$ cat src/rtl/serial_addsub_mag.sv
// Digit-serial unsigned add/subtract unit with valid/ready handshakes.
// Optional feature macro: ALU_SUB_MAGNITUDE_EN (returns magnitude of negative differences).
module serial_addsub_mag #(
    parameter int WIDTH = 16,
    parameter int DIGIT = 4
) (
    input  logic             clk,
    input  logic             resetn,
    input  logic             in_valid,
    output logic             in_ready,
    input  logic             op_sub,
    input  logic [WIDTH-1:0] a,
    input  logic [WIDTH-1:0] b,
    output logic             out_valid,
    input  logic             out_ready,
    output logic [WIDTH-1:0] out_s,
    output logic             out_cout
);

    localparam int N  = WIDTH / DIGIT;
    localparam int CW = (N > 1) ? $clog2(N) : 1;

    typedef enum logic [1:0] {
        IDLE = 2'd0,
        RUN  = 2'd1,
`ifdef ALU_SUB_MAGNITUDE_EN
        FIX  = 2'd2,
`endif
        DONE = 2'd3
    } state_t;

    state_t           state_q, state_d;
    logic [CW-1:0]    cnt_q, cnt_d;
    logic             carry_q, carry_d;
    logic [WIDTH-1:0] a_q, a_d;
    logic [WIDTH-1:0] b_q, b_d;
    logic [WIDTH-1:0] s_q, s_d;
    logic             cout_q, cout_d;
`ifdef ALU_SUB_MAGNITUDE_EN
    logic             sub_q, sub_d;
`endif
    logic [DIGIT:0]   sum_w;

    // Digit slice: low digit of the shifting operands plus the running carry
    always_comb begin
        sum_w = {1'b0, a_q[DIGIT-1:0]} + {1'b0, b_q[DIGIT-1:0]}
              + (DIGIT+1)'(carry_q);
    end

    // Next-state and datapath update
    always_comb begin
        state_d = state_q;
        cnt_d   = cnt_q;
        carry_d = carry_q;
        a_d     = a_q;
        b_d     = b_q;
        s_d     = s_q;
        cout_d  = cout_q;
`ifdef ALU_SUB_MAGNITUDE_EN
        sub_d   = sub_q;
`endif
        unique case (state_q)
            IDLE: begin
                if (in_valid) begin
                    a_d     = a;
                    b_d     = op_sub ? ~b : b;
                    carry_d = op_sub;
                    cnt_d   = '0;
`ifdef ALU_SUB_MAGNITUDE_EN
                    sub_d   = op_sub;
`endif
                    state_d = RUN;
                end
            end
            RUN: begin
                a_d     = a_q >> DIGIT;
                b_d     = b_q >> DIGIT;
                s_d     = (s_q >> DIGIT)
                        | (WIDTH'(sum_w[DIGIT-1:0]) << (WIDTH - DIGIT));
                carry_d = sum_w[DIGIT];
                cnt_d   = cnt_q + CW'(1);
                if (cnt_q == CW'(N - 1)) begin
                    cout_d  = sum_w[DIGIT];
                    cnt_d   = '0;
`ifdef ALU_SUB_MAGNITUDE_EN
                    state_d = FIX;
`else
                    state_d = DONE;
`endif
                end
            end
`ifdef ALU_SUB_MAGNITUDE_EN
            FIX: begin
                if (sub_q && !carry_q) begin
                    s_d = ~s_q + WIDTH'(1);
                end
                state_d = DONE;
            end
`endif
            DONE: begin
                if (out_ready) begin
                    state_d = IDLE;
                end
            end
            default: state_d = IDLE;
        endcase
    end

    // State and datapath registers with synchronous reset
    always_ff @(posedge clk) begin
        if (!resetn) begin
            state_q <= IDLE;
            cnt_q   <= '0;
            carry_q <= 1'b0;
            a_q     <= '0;
            b_q     <= '0;
            s_q     <= '0;
            cout_q  <= 1'b0;
`ifdef ALU_SUB_MAGNITUDE_EN
            sub_q   <= 1'b0;
`endif
        end else begin
            state_q <= state_d;
            cnt_q   <= cnt_d;
            carry_q <= carry_d;
            a_q     <= a_d;
            b_q     <= b_d;
            s_q     <= s_d;
            cout_q  <= cout_d;
`ifdef ALU_SUB_MAGNITUDE_EN
            sub_q   <= sub_d;
`endif
        end
    end

    assign in_ready  = (state_q == IDLE);
    assign out_valid = (state_q == DONE);
    assign out_s     = s_q;
    assign out_cout  = cout_q;

endmodule

$ cat config.mk
export PLATFORM = sky130hd
export DESIGN_NAME = serial_addsub_mag
export DESIGN_NICKNAME = d
export VERILOG_FILES = /design/src/rtl/serial_addsub_mag.sv
export SDC_FILE = /design/constraint.sdc
export NUM_CORES = 1
export LEC_CHECK = 0
export ABC_AREA = 1
export BUFFER_PORTS_ARGS = -buffer_cell sky130_fd_sc_hd__buf_2
export CAP_MARGIN = 40
export CORE_AREA = 2 2 79 81
export CTS_CLUSTER_SIZE = 8
export DETAILED_ROUTE_END_ITERATION = 6
export DIE_AREA = 0 0 81 83
export PLACE_DENSITY = 0.66
export SLEW_MARGIN = 40
export SYNTH_ARGS = -nofsm -noshare
export SYNTH_HDL_FRONTEND = slang
export SYNTH_SLANG_ARGS = --single-unit
$ cat constraint.sdc
create_clock -name clk -period 1.9 [get_ports clk]
set_clock_uncertainty 0.2 [all_clocks]
set_input_delay 0.095 -clock clk [delete_from_list [all_inputs] [get_ports clk]]
set_output_delay 0.095 -clock clk [all_outputs]
set_load 0.01 [all_outputs]
==> reports/metrics.csv, run 1 <==
stage;metric;value;unit
sta;fin_crit_sh;0.8915;
place;port_buffers;55;
sta;fin_crit;1694;ps
cells_and_area;fin_util;0.5747;
global_routing;grt_max_degree;27;
clock_network;ctsResizeCount;0;
cells_and_area;syn2layout_area_growth;28.85;%
synthesis;synth.ff_latch_count;54;
floorplan;num_io_pins;56;
global_routing;grt_overflow;0;
floorplan;core;5816;sq um
pwr;ir_drop;0.4403;mV
clock_network;post-cts-setup-buffers;0;
clock_network;cts_made_buffers;5;
clock_network;cts_sinks;54;
flow_run;drv_cap;0;
place;dp_slack;240.2;ps
critical_path;slowest_stage;fa_1;
place;dp_hpwl;3983;um
sta;rsz0062_at_grt;no;
critical_path;cp.depth;8;
detailed_routing;dr.pass1.iters;4;
synthesis;synth_area;2594;sq um
critical_path;crit_path_max_fanout;2;
clock_network;clk_latency;300;ps
sta;setup_viol;0;
critical_path;critical_path_class;reg -> reg;
clock_network;cts_tree;done;
synthesis;synthSimpleGateAreaFrac;0.3362;
synthesis;synth_area_leaders;dfxtp_1 (42%), nand2_1 (19%), nor2_1 (8.1%), o21ai_0 (5.6%), inv_1 (5.5%);
synthesis;synth_compound_gate_area_share;0.09937;
synthesis;synthXorXnorAreaFrac;0.01351;
critical_path;required;1900;ps
floorplan;die_w;81;um
synthesis;synth_top_family_by_area;simple AND/OR/NAND/NOR gates;
critical_path;startpoint_type;flip-flop;
synthesis;synthAdderAreaFrac;0.03473;
detailed_routing;drt_iter0_drc;133;
hold_path;hold_depth;6;
run_status;failed_checks;negative hold slack;
sta;worst_hold_slack;-5.229;ps
synthesis;synth.avg_cell_area;6.634;sq um
detailed_routing;wl_per_cell;11.23;um
critical_path;cp_slowest_stage_delay;440;ps
pwr;p_leak;1.744;nW
detailed_routing;vias;2574;
synthesis;yosysWarnings;0;
detailed_routing;viasPerCell;4.697;
cells_and_area;nets;516;
floorplan;num_rows;28;
cells_and_area;final_cells;548;
detailed_routing;wl;6155;um
critical_path;end_kind;flip-flop;
floorplan;die_area;6723;sq um
detailed_routing;dr_wl_met3;218;um
place;numPlacedInstances;508;
sta;worst_pin_slew;545.5;ps
critical_path;cp_cell_sequence;fa_1 > inv_1 > fa_1 > inv_1 > nand3_1 > nand3_1 > nand2_1 > a21oi_1;
cells_and_area;mostFrequentLayoutCells;nand2_1 (129), nor2_1 (56), buf_2 (55);
synthesis;ys_seq_area_frac;0.4168;
cells_and_area;layout-drive-gt1-share;0.1607;
global_routing;grt_pass1_wl;10310;um
synthesis;yosysTopAreaCell;dfxtp_1;
synthesis;synth_fp_nets;434;
sta;fin_setup_tns;0;ps
detailed_routing;ant_nets;0;
synthesis;yosysUniqueCellTypes;22;
pwr;powerDensity;722.8;nW/um^2
clock_network;cts_buffer_depth;2;
detailed_routing;route.detailed.drc;0;
floorplan;die_h;83;um
clock_network;cts.clk_slew.worst_paths;100;ps
global_routing;antenna_found_initial;0;
place;gp_congestion;0.7667;
floorplan;start_util;0.4460;
critical_path;cp.buffers_inverters;2;
detailed_routing;top_layer;met4;
critical_path;r2r_cells;8;
critical_path;rrSetupSlack;210;ps
sta;slew_violations;0;
sta;fin_ws;206.2;ps
detailed_routing;wl_met2;2966;um
synthesis;synthCells;391;
clock_network;cts-root-buf;clkbuf_8;
cells_and_area;final_common_cell;nand2_1;
critical_path;worstPathArrival;1700;ps
run_status;status;finished, violations left;
clock_network;htree_levels;2;
global_routing;grt_usage;0.1910;
sta;hold_viol_final;1;
critical_path;critPathTopFamily;adder cells;
detailed_routing;wl_met1;2884;um
synthesis;synth_top_area_frac;0.4168;
sta;fmax;0.5904;GHz
hold_path;hold_path.class;in -> reg;
sta;max_slew_margin;0.6361;
global_routing;grt_pass1_vias;2306;
cells_and_area;diodes;0;
synthesis;yosys-mux-area-fraction;0;
-- worst min-delay path, stage by stage --
cell and delay [ps]:
buf_2 90, nand2_1 50, nand4_1 90, nand3_1 60, nand2_1 60, inv_1 30
-- path summary, 6_finish.rpt --
check                           startpoint  endpoint
worst max-delay path               carry_q   carry_q
worst min-delay path                  b[0]    b_q[0]
worst max register to register     carry_q   carry_q
worst min register to register     b_q[13]   b_q[13]
-- cell type report --
type / count / area, sq um
Timing Repair Buffer: 96 / 678.2
Tap cell: 75 / 93.84
Clock inverter: 1 / 7.507
Multi-Input combinational cell: 275 / 1255
Fill cell: 591 / 2474
Clock buffer: 6 / 72.57
Inverter: 41 / 153.9
Sequential cell: 54 / 1081
-- logic make-up (layout without fill, tap and decap cells) --
kind of cell               after synthesis  count (layout)
and+or+nand+nor                        216             216
buffers and inverters                   62             144
adders and majority gates                6               6
xor gates and xnor gates                 4               4
AOI/OAI and AO/OA                       49              49
DFF                                     54              54
-- sequential cells by signal, indices dropped and copies added, names as in the netlist --
| register | count |
|---|---|
| cnt_q | 2 |
| out_cout | 1 |
| state_q | 2 |
| carry_q | 1 |
| b_q | 16 |
| a_q | 16 |
| out_s | 16 |
-- repair_timing --
action	CTS	global route
hold buffers	33	0
endpoints found under the setup margin	0	0
hold endpoints to repair	33	0
-- report_power, final --
part	switching [mW]	internal, mW	total (mW)
clock network	0.365	0.254	0.619
logic	0.292	0.228	0.520
registers	0.0531	1.22	1.28
total	0.709	1.71	2.42
-- layer usage --
| layer | vias up | track usage |
|---|---|---|
| li1 | 1375 | - |
| met1 | 1141 | 0.2476 |
| met2 | 49 | 0.3223 |
| met3 | 9 | 0.03478 |
| met4 | 0 | 0.05085 |
| met5 | - | 0 |
-- metrics by stage --
| stage | total power, mW | cell area [sq um] |
|---|---|---|
| 2_1_floorplan | 1.616 | 2594 |
| 3_3_place_gp | 1.759 | 2932 |
| 3_5_place_dp | 1.771 | 2932 |
| 4_1_cts | 2.424 | 3342 |
| 5_1_grt | 2.573 | 3342 |
| 6_report | 2.415 | 3342 |
-- synth_stat cells --
library cell / n
fa_1: 2
nor2_4: 1
inv_1: 38
clkbuf_1: 6
o21bai_2: 1
clkbuf_2: 1
buf_1: 1
a22oi_1: 1
nor2_1: 56
buf_4: 3
nand3_1: 17
nand4_1: 12
o21ai_0: 29
xor2_1: 4
dfxtp_1: 54
ha_1: 4
buf_2: 10
inv_2: 3
a21oi_2: 1
a21oi_1: 17
or2_2: 1
nand2_1: 129
(Power assumes the default switching activity.)
==> run 2: changes to the inputs <==
- CORE_AREA: 2 2 79 81 -> 2 2 73 75
- DIE_AREA: 0 0 81 83 -> 0 0 75 77
- PLACE_DENSITY: 0.66 -> 0.76
==> reports/metrics.csv, run 2 (same netlist as run 1, synthesis figures left out) <==
stage;metric;value;unit;change
run_status;status;complete, no violations;;
sta;worst_hold_slack;54.15;ps;+59.38 ps
global_routing;antenna_found_initial;0;;unchanged
floorplan;core;4977;sq um;-14%
place;dpl-instance-area;2928;sq um;-0.13%
critical_path;cp.depth;8;;unchanged
critical_path;rrSetupSlack;210;ps;about the same
global_routing;grt_pass1_wl;10030;um;-2.7%
global_routing;grt_max_degree;41;;+52%
critical_path;worstPathArrival;1700;ps;about the same
critical_path;r2r_cells;8;;unchanged
flow_run;drv_cap;0;;unchanged
clock_network;htree_levels;2;;unchanged
critical_path;cp_cell_sequence;fa_1 > inv_1 > fa_1 > inv_1 > nand3_1 > nand3_1 > nand2_1 > a21oi_1;;
sta;slew_violations;0;;unchanged
critical_path;crit_path_max_fanout;2;;unchanged
pwr;powerDensity;764.6;nW/um^2;+5.8%
sta;max_slew_margin;0.5895;;-0.04656
pwr;ir_drop;0.4270;mV;-3.0%
clock_network;cts_tree;done;;
clock_network;cts-root-buf;clkbuf_8;;
clock_network;cts_sinks;54;;unchanged
sta;fin_crit;1693;ps;-0.7940 ps
sta;hold_viol_final;0;;-1
cells_and_area;fill_cells;434;;-27%
critical_path;cp-startpoint;carry_q;;
floorplan;die_h;77;um;-7.2%
detailed_routing;route.detailed.drc;0;;unchanged
place;dp_slack;221.2;ps;-19.01 ps
detailed_routing;wl;5940;um;-3.5%
cells_and_area;layout-drive-gt1-share;0.1681;;+0.007391
sta;worst_pin_slew;615.3;ps;+69.79 ps
pwr;p_leak;1.771;nW;+1.5%
critical_path;startpoint_type;flip-flop;;
critical_path;critical_path_class;reg -> reg;;
sta;fin_crit_sh;0.8910;;about the same
cells_and_area;design_area;3371;sq um;+0.86%
critical_path;timing.rr.end;carry_q;;
clock_network;cts_buffer_depth;2;;unchanged
cells_and_area;nets;518;;+0.39%
detailed_routing;drt_iter0_drc;125;;-6.0%
place;port_buffers;55;;unchanged
clock_network;clk_latency;320;ps;+20 ps
floorplan;num_rows;26;;-7.1%
critical_path;crit_end;carry_q;;
cells_and_area;diodes;0;;unchanged
critical_path;end_kind;flip-flop;;
sta;setup_viol;0;;unchanged
global_routing;grt_pass1_vias;2431;;+5.4%
critical_path;cp_slowest_stage_delay;440;ps;about the same
sta;fin_ws;207.0;ps;+0.7940 ps
critical_path;slowest_stage;fa_1;;
floorplan;die_w;75;um;-7.4%
clock_network;cts_made_buffers;5;;unchanged
detailed_routing;viasPerCell;4.804;;+2.3%
hold_path;hold_path.class;in -> reg;;
cells_and_area;mostFrequentLayoutCells;nand2_1 (129), nor2_1 (56), buf_2 (55);;
global_routing;grt_overflow;0;;unchanged
clock_network;cts.clk_slew.worst_paths;100;ps;about the same
sta;rsz0062_at_grt;no;;
detailed_routing;ant_nets;0;;unchanged
place;gp_congestion;0.8230;;+7.3%
detailed_routing;vias;2623;;+1.9%
floorplan;num_io_pins;56;;unchanged
cells_and_area;final_common_cell;nand2_1;;
detailed_routing;wl_per_cell;10.88;um;-3.1%
detailed_routing;dr.pass1.iters;4;;unchanged
place;numPlacedInstances;505;;-0.59%
floorplan;start_util;0.5211;;+0.07512
sta;fin_setup_tns;0;ps;unchanged
sta;fmax;0.5907;GHz;about the same
floorplan;die_area;5775;sq um;-14%
critical_path;critPathTopFamily;adder cells;;
critical_path;required;1910;ps;about the same
place;dp_hpwl;3934;um;-1.2%
cells_and_area;final_cells;546;;-0.36%
critical_path;worst_r2r_startpoint;carry_q;;
global_routing;grt_usage;0.2218;;+0.03080
cells_and_area;syn2layout_area_growth;29.96;%;
critical_path;cp.buffers_inverters;2;;unchanged
run 2: worst min path at each step:
stage                 from        to  slack (ps)  cells past startpoint
floorplan            a[12]   a_q[12]          40                      2
global placement     a[15]   a_q[15]         140                      3
detailed placement   a[14]   a_q[14]         150                      3
CTS                 resetn  cnt_q[0]          60                      3
global route        resetn  cnt_q[0]         100                      3
finish              resetn  cnt_q[0]          50                      3
run 2: worst register-to-register path, delay by kind of cell (launching register included):
kind                       cells  cell delay, ps
AOI/OAI and AO/OA              1              50
adders and majority gates      2             640
buffers and inverters          2             140
and+or+nand+nor                3             240
DFF                            1             330
run 2: per-layer routing:
layer	track usage	vias up	share of wire
li1	-	1387	-
met1	0.2488	1177	0.44
met2	0.4000	53	0.50
met3	0.04862	6	0.040
met4	0.07500	0	0.013
met5	0	-	0
run 2: cell type report:
cell class,count,area (sq um),share of cell area
multi-input combinational,275,1255,0.3723
sequential,54,1081,0.3207
timing repair buffer,98,680.7,0.2019
inverter,41,153.9,0.04566
tap,70,87.58,0.02598
clock buffer,5,68.82,0.02042
clock inverter,3,43.79,0.01299
run 2: metrics by stage:
step             util  total power, mW
2_1_floorplan       -            1.616
3_3_place_gp   0.5882            1.751
3_5_place_dp   0.5882            1.766
4_1_cts        0.6772            2.589
5_1_grt        0.6772            2.723
6_report       0.6772            2.577
run 2: report_power, final:
group	total, mW	switching, mW	leakage (nW)	internal (mW)
logic	0.517	0.289	1.27	0.227
registers	1.27	0.0509	0.445	1.22
clock network	0.786	0.391	0.0585	0.395
total	2.58	0.731	1.77	1.85
run 2: repair_timing:
action	CTS	global route
hold endpoints to repair	33	0
hold buffers	33	0
gates resized for setup	0	0
buffers inserted	0	0
==> run 3: changes to the inputs <==
- PLACE_DENSITY: 0.76 -> 0.73
- SKIP_CTS_REPAIR_TIMING: not set -> 1
- SKIP_LAST_GASP: not set -> 1
==> reports/metrics.csv, run 3 (same netlist as run 1, synthesis figures left out) <==
stage;metric;value;unit;change
run_status;status;finished, violations left;;
run_status;failed_checks;negative hold slack;;
clock_network;clk_latency;300;ps;-20 ps
cells_and_area;final_common_cell;nand2_1;;
place;port_buffers;55;;unchanged
place;numPlacedInstances;503;;-0.40%
pwr;totalPowerFinal;2.424;mW;-5.9%
critical_path;end_kind;flip-flop;;
cells_and_area;syn2layout_area_growth;24.79;%;
hold_path;hold_start;b[8];;
floorplan;die_area;5775;sq um;unchanged
sta;setup_viol;0;;unchanged
hold_path;min_to;b_q[8];;
clock_network;cts_buffer_depth;2;;unchanged
clock_network;cts_tree;done;;
pwr;pwr-share-clk;0.269;;-0.036
sta;worst_pin_slew;471.2;ps;-144.1 ps
cells_and_area;nets;505;;-2.5%
sta;fin_crit_sh;0.8975;;+0.006459
detailed_routing;drt_iter0_drc;97;;-22%
sta;max_slew_margin;0.6856;;+0.09613
clock_network;cts_sinks;54;;unchanged
sta;rsz0062_at_grt;no;;
sta;slew_violations;0;;unchanged
critical_path;timing.rr.end;carry_q;;
detailed_routing;wl;5777;um;-2.7%
cells_and_area;final_cells;533;;-2.4%
hold_path;hold_path.class;in -> reg;;
detailed_routing;vias;2576;;-1.8%
cells_and_area;fin_util;0.6503;;-0.02690
pwr;p_int;1.732;mW;-6.2%
cells_and_area;layout-drive-gt1-share;0.1663;;-0.001761
clock_network;cts_made_buffers;5;;unchanged
sta;fin_setup_tns;0;ps;unchanged
sta;worst_hold_slack;-29.34;ps;-83.49 ps
global_routing;grt_max_degree;27;;-34%
clock_network;cts.clk_slew.worst_paths;90;ps;about the same
detailed_routing;dr.pass1.iters;5;;+1
critical_path;rrSetupSlack;190;ps;about the same
critical_path;worstPathArrival;1690;ps;about the same
clock_network;cts-root-buf;clkbuf_8;;
detailed_routing;wl_per_cell;10.84;um;-0.37%
cells_and_area;ff_latch_area;1081;sq um;unchanged
floorplan;die_h;77;um;unchanged
cells_and_area;design_area;3237;sq um;-4.0%
critical_path;crit_path_max_fanout;2;;unchanged
flow_run;drv_cap;0;;unchanged
place;dp_slack;211.6;ps;-9.646 ps
pwr;switching_share;0.2857;;+0.002150
pwr;p_comb_frac;0.204;;+0.004
pwr;p_leak;1.709;nW;-3.5%
cells_and_area;multi_input_area;1255;sq um;unchanged
detailed_routing;route.detailed.drc;0;;unchanged
critical_path;required;1890;ps;-20 ps
floorplan;num_rows;26;;unchanged
place;gp_congestion;0.8340;;+1.3%
global_routing;grt_pass1_vias;2201;;-9.5%
cells_and_area;diodes;0;;unchanged
sta;fin_crit;1705;ps;+12.27 ps
floorplan;start_util;0.5211;;unchanged
critical_path;critical_path_class;reg -> reg;;
detailed_routing;viasPerCell;4.833;;+0.60%
critical_path;worst_r2r_startpoint;carry_q;;
critical_path;startpoint_type;flip-flop;;
place;dp_hpwl;3939;um;+0.12%
pwr;power.switching;692.6;uW;-5.2%
critical_path;r2r_cells;8;;unchanged
sta;fin_ws;194.7;ps;-12.27 ps
clock_network;htree_levels;2;;unchanged
detailed_routing;ant_nets;0;;unchanged
place;dpl-instance-area;2925;sq um;about the same
sta;fmax;0.5864;GHz;-0.72%
cells_and_area;fill_cells;467;;+7.6%
cells_and_area;mostFrequentLayoutCells;nand2_1 (129), nor2_1 (56), buf_2 (55);;
global_routing;antenna_found_initial;0;;unchanged
pwr;ir_drop;0.4283;mV;+0.29%
sta;hold_viol_final;12;;+12
global_routing;grt_pass1_wl;9252;um;-7.7%
floorplan;die_w;75;um;unchanged
pwr;pwr-share-seq;0.527;;+0.032
global_routing;grt_overflow;0;;unchanged
floorplan;num_io_pins;56;;unchanged
floorplan;core;4977;sq um;unchanged
pwr;powerDensity;749.0;nW/um^2;-2.0%
global_routing;grt_usage;0.2036;;-0.01824
hold_path;hold_depth;6;;+3
-- run 3: worst max-delay path, cell delays in order (launching register included) --
cell,delay (ps)
dfxtp_1,340
fa_1,440
inv_1,80
fa_1,200
inv_1,50
nand3_1,80
nand3_1,80
nand2_1,70
a21oi_1,60
-- run 3: power by group through the flow --
stage / Clock [mW] / Combinational (mW) / Sequential, mW
4_1_cts: 0.669 / 0.464 / 1.28
2_1_floorplan: 0 / 0.308 / 1.31
5_1_grt: 0.710 / 0.569 / 1.29
3_5_place_dp: 0 / 0.463 / 1.30
6_report: 0.651 / 0.495 / 1.28
3_3_place_gp: 0 / 0.454 / 1.30
-- run 3: per-layer routing --
layer / track usage / part of all wire / vias up
met5: 0 / 0 / -
met4: 0.06429 / 0.016 / 0
met3: 0.04468 / 0.040 / 8
met2: 0.3439 / 0.49 / 61
met1: 0.2523 / 0.45 / 1151
li1: - / - / 1356
-- run 3: final cells by class --
cell class	count	area share
Clock buffer	7	0.02667
Sequential cell	54	0.3340
Inverter	41	0.04755
Clock inverter	1	0.001546
Multi-Input combinational cell	275	0.3877
Timing Repair Buffer	85	0.1755
Tap cell	70	0.02706
-- run 3: worst max-delay path by stage --
| stage | startpoint | endpoint | slack, ps |
|---|---|---|---|
| final | carry_q | carry_q | 190 |
| after global routing | carry_q | out_cout | 100 |
| after CTS | carry_q | carry_q | 190 |
| after detailed placement | carry_q | carry_q | 210 |
| after global placement | carry_q | carry_q | 250 |
| after floorplan | carry_q | carry_q | 310 |
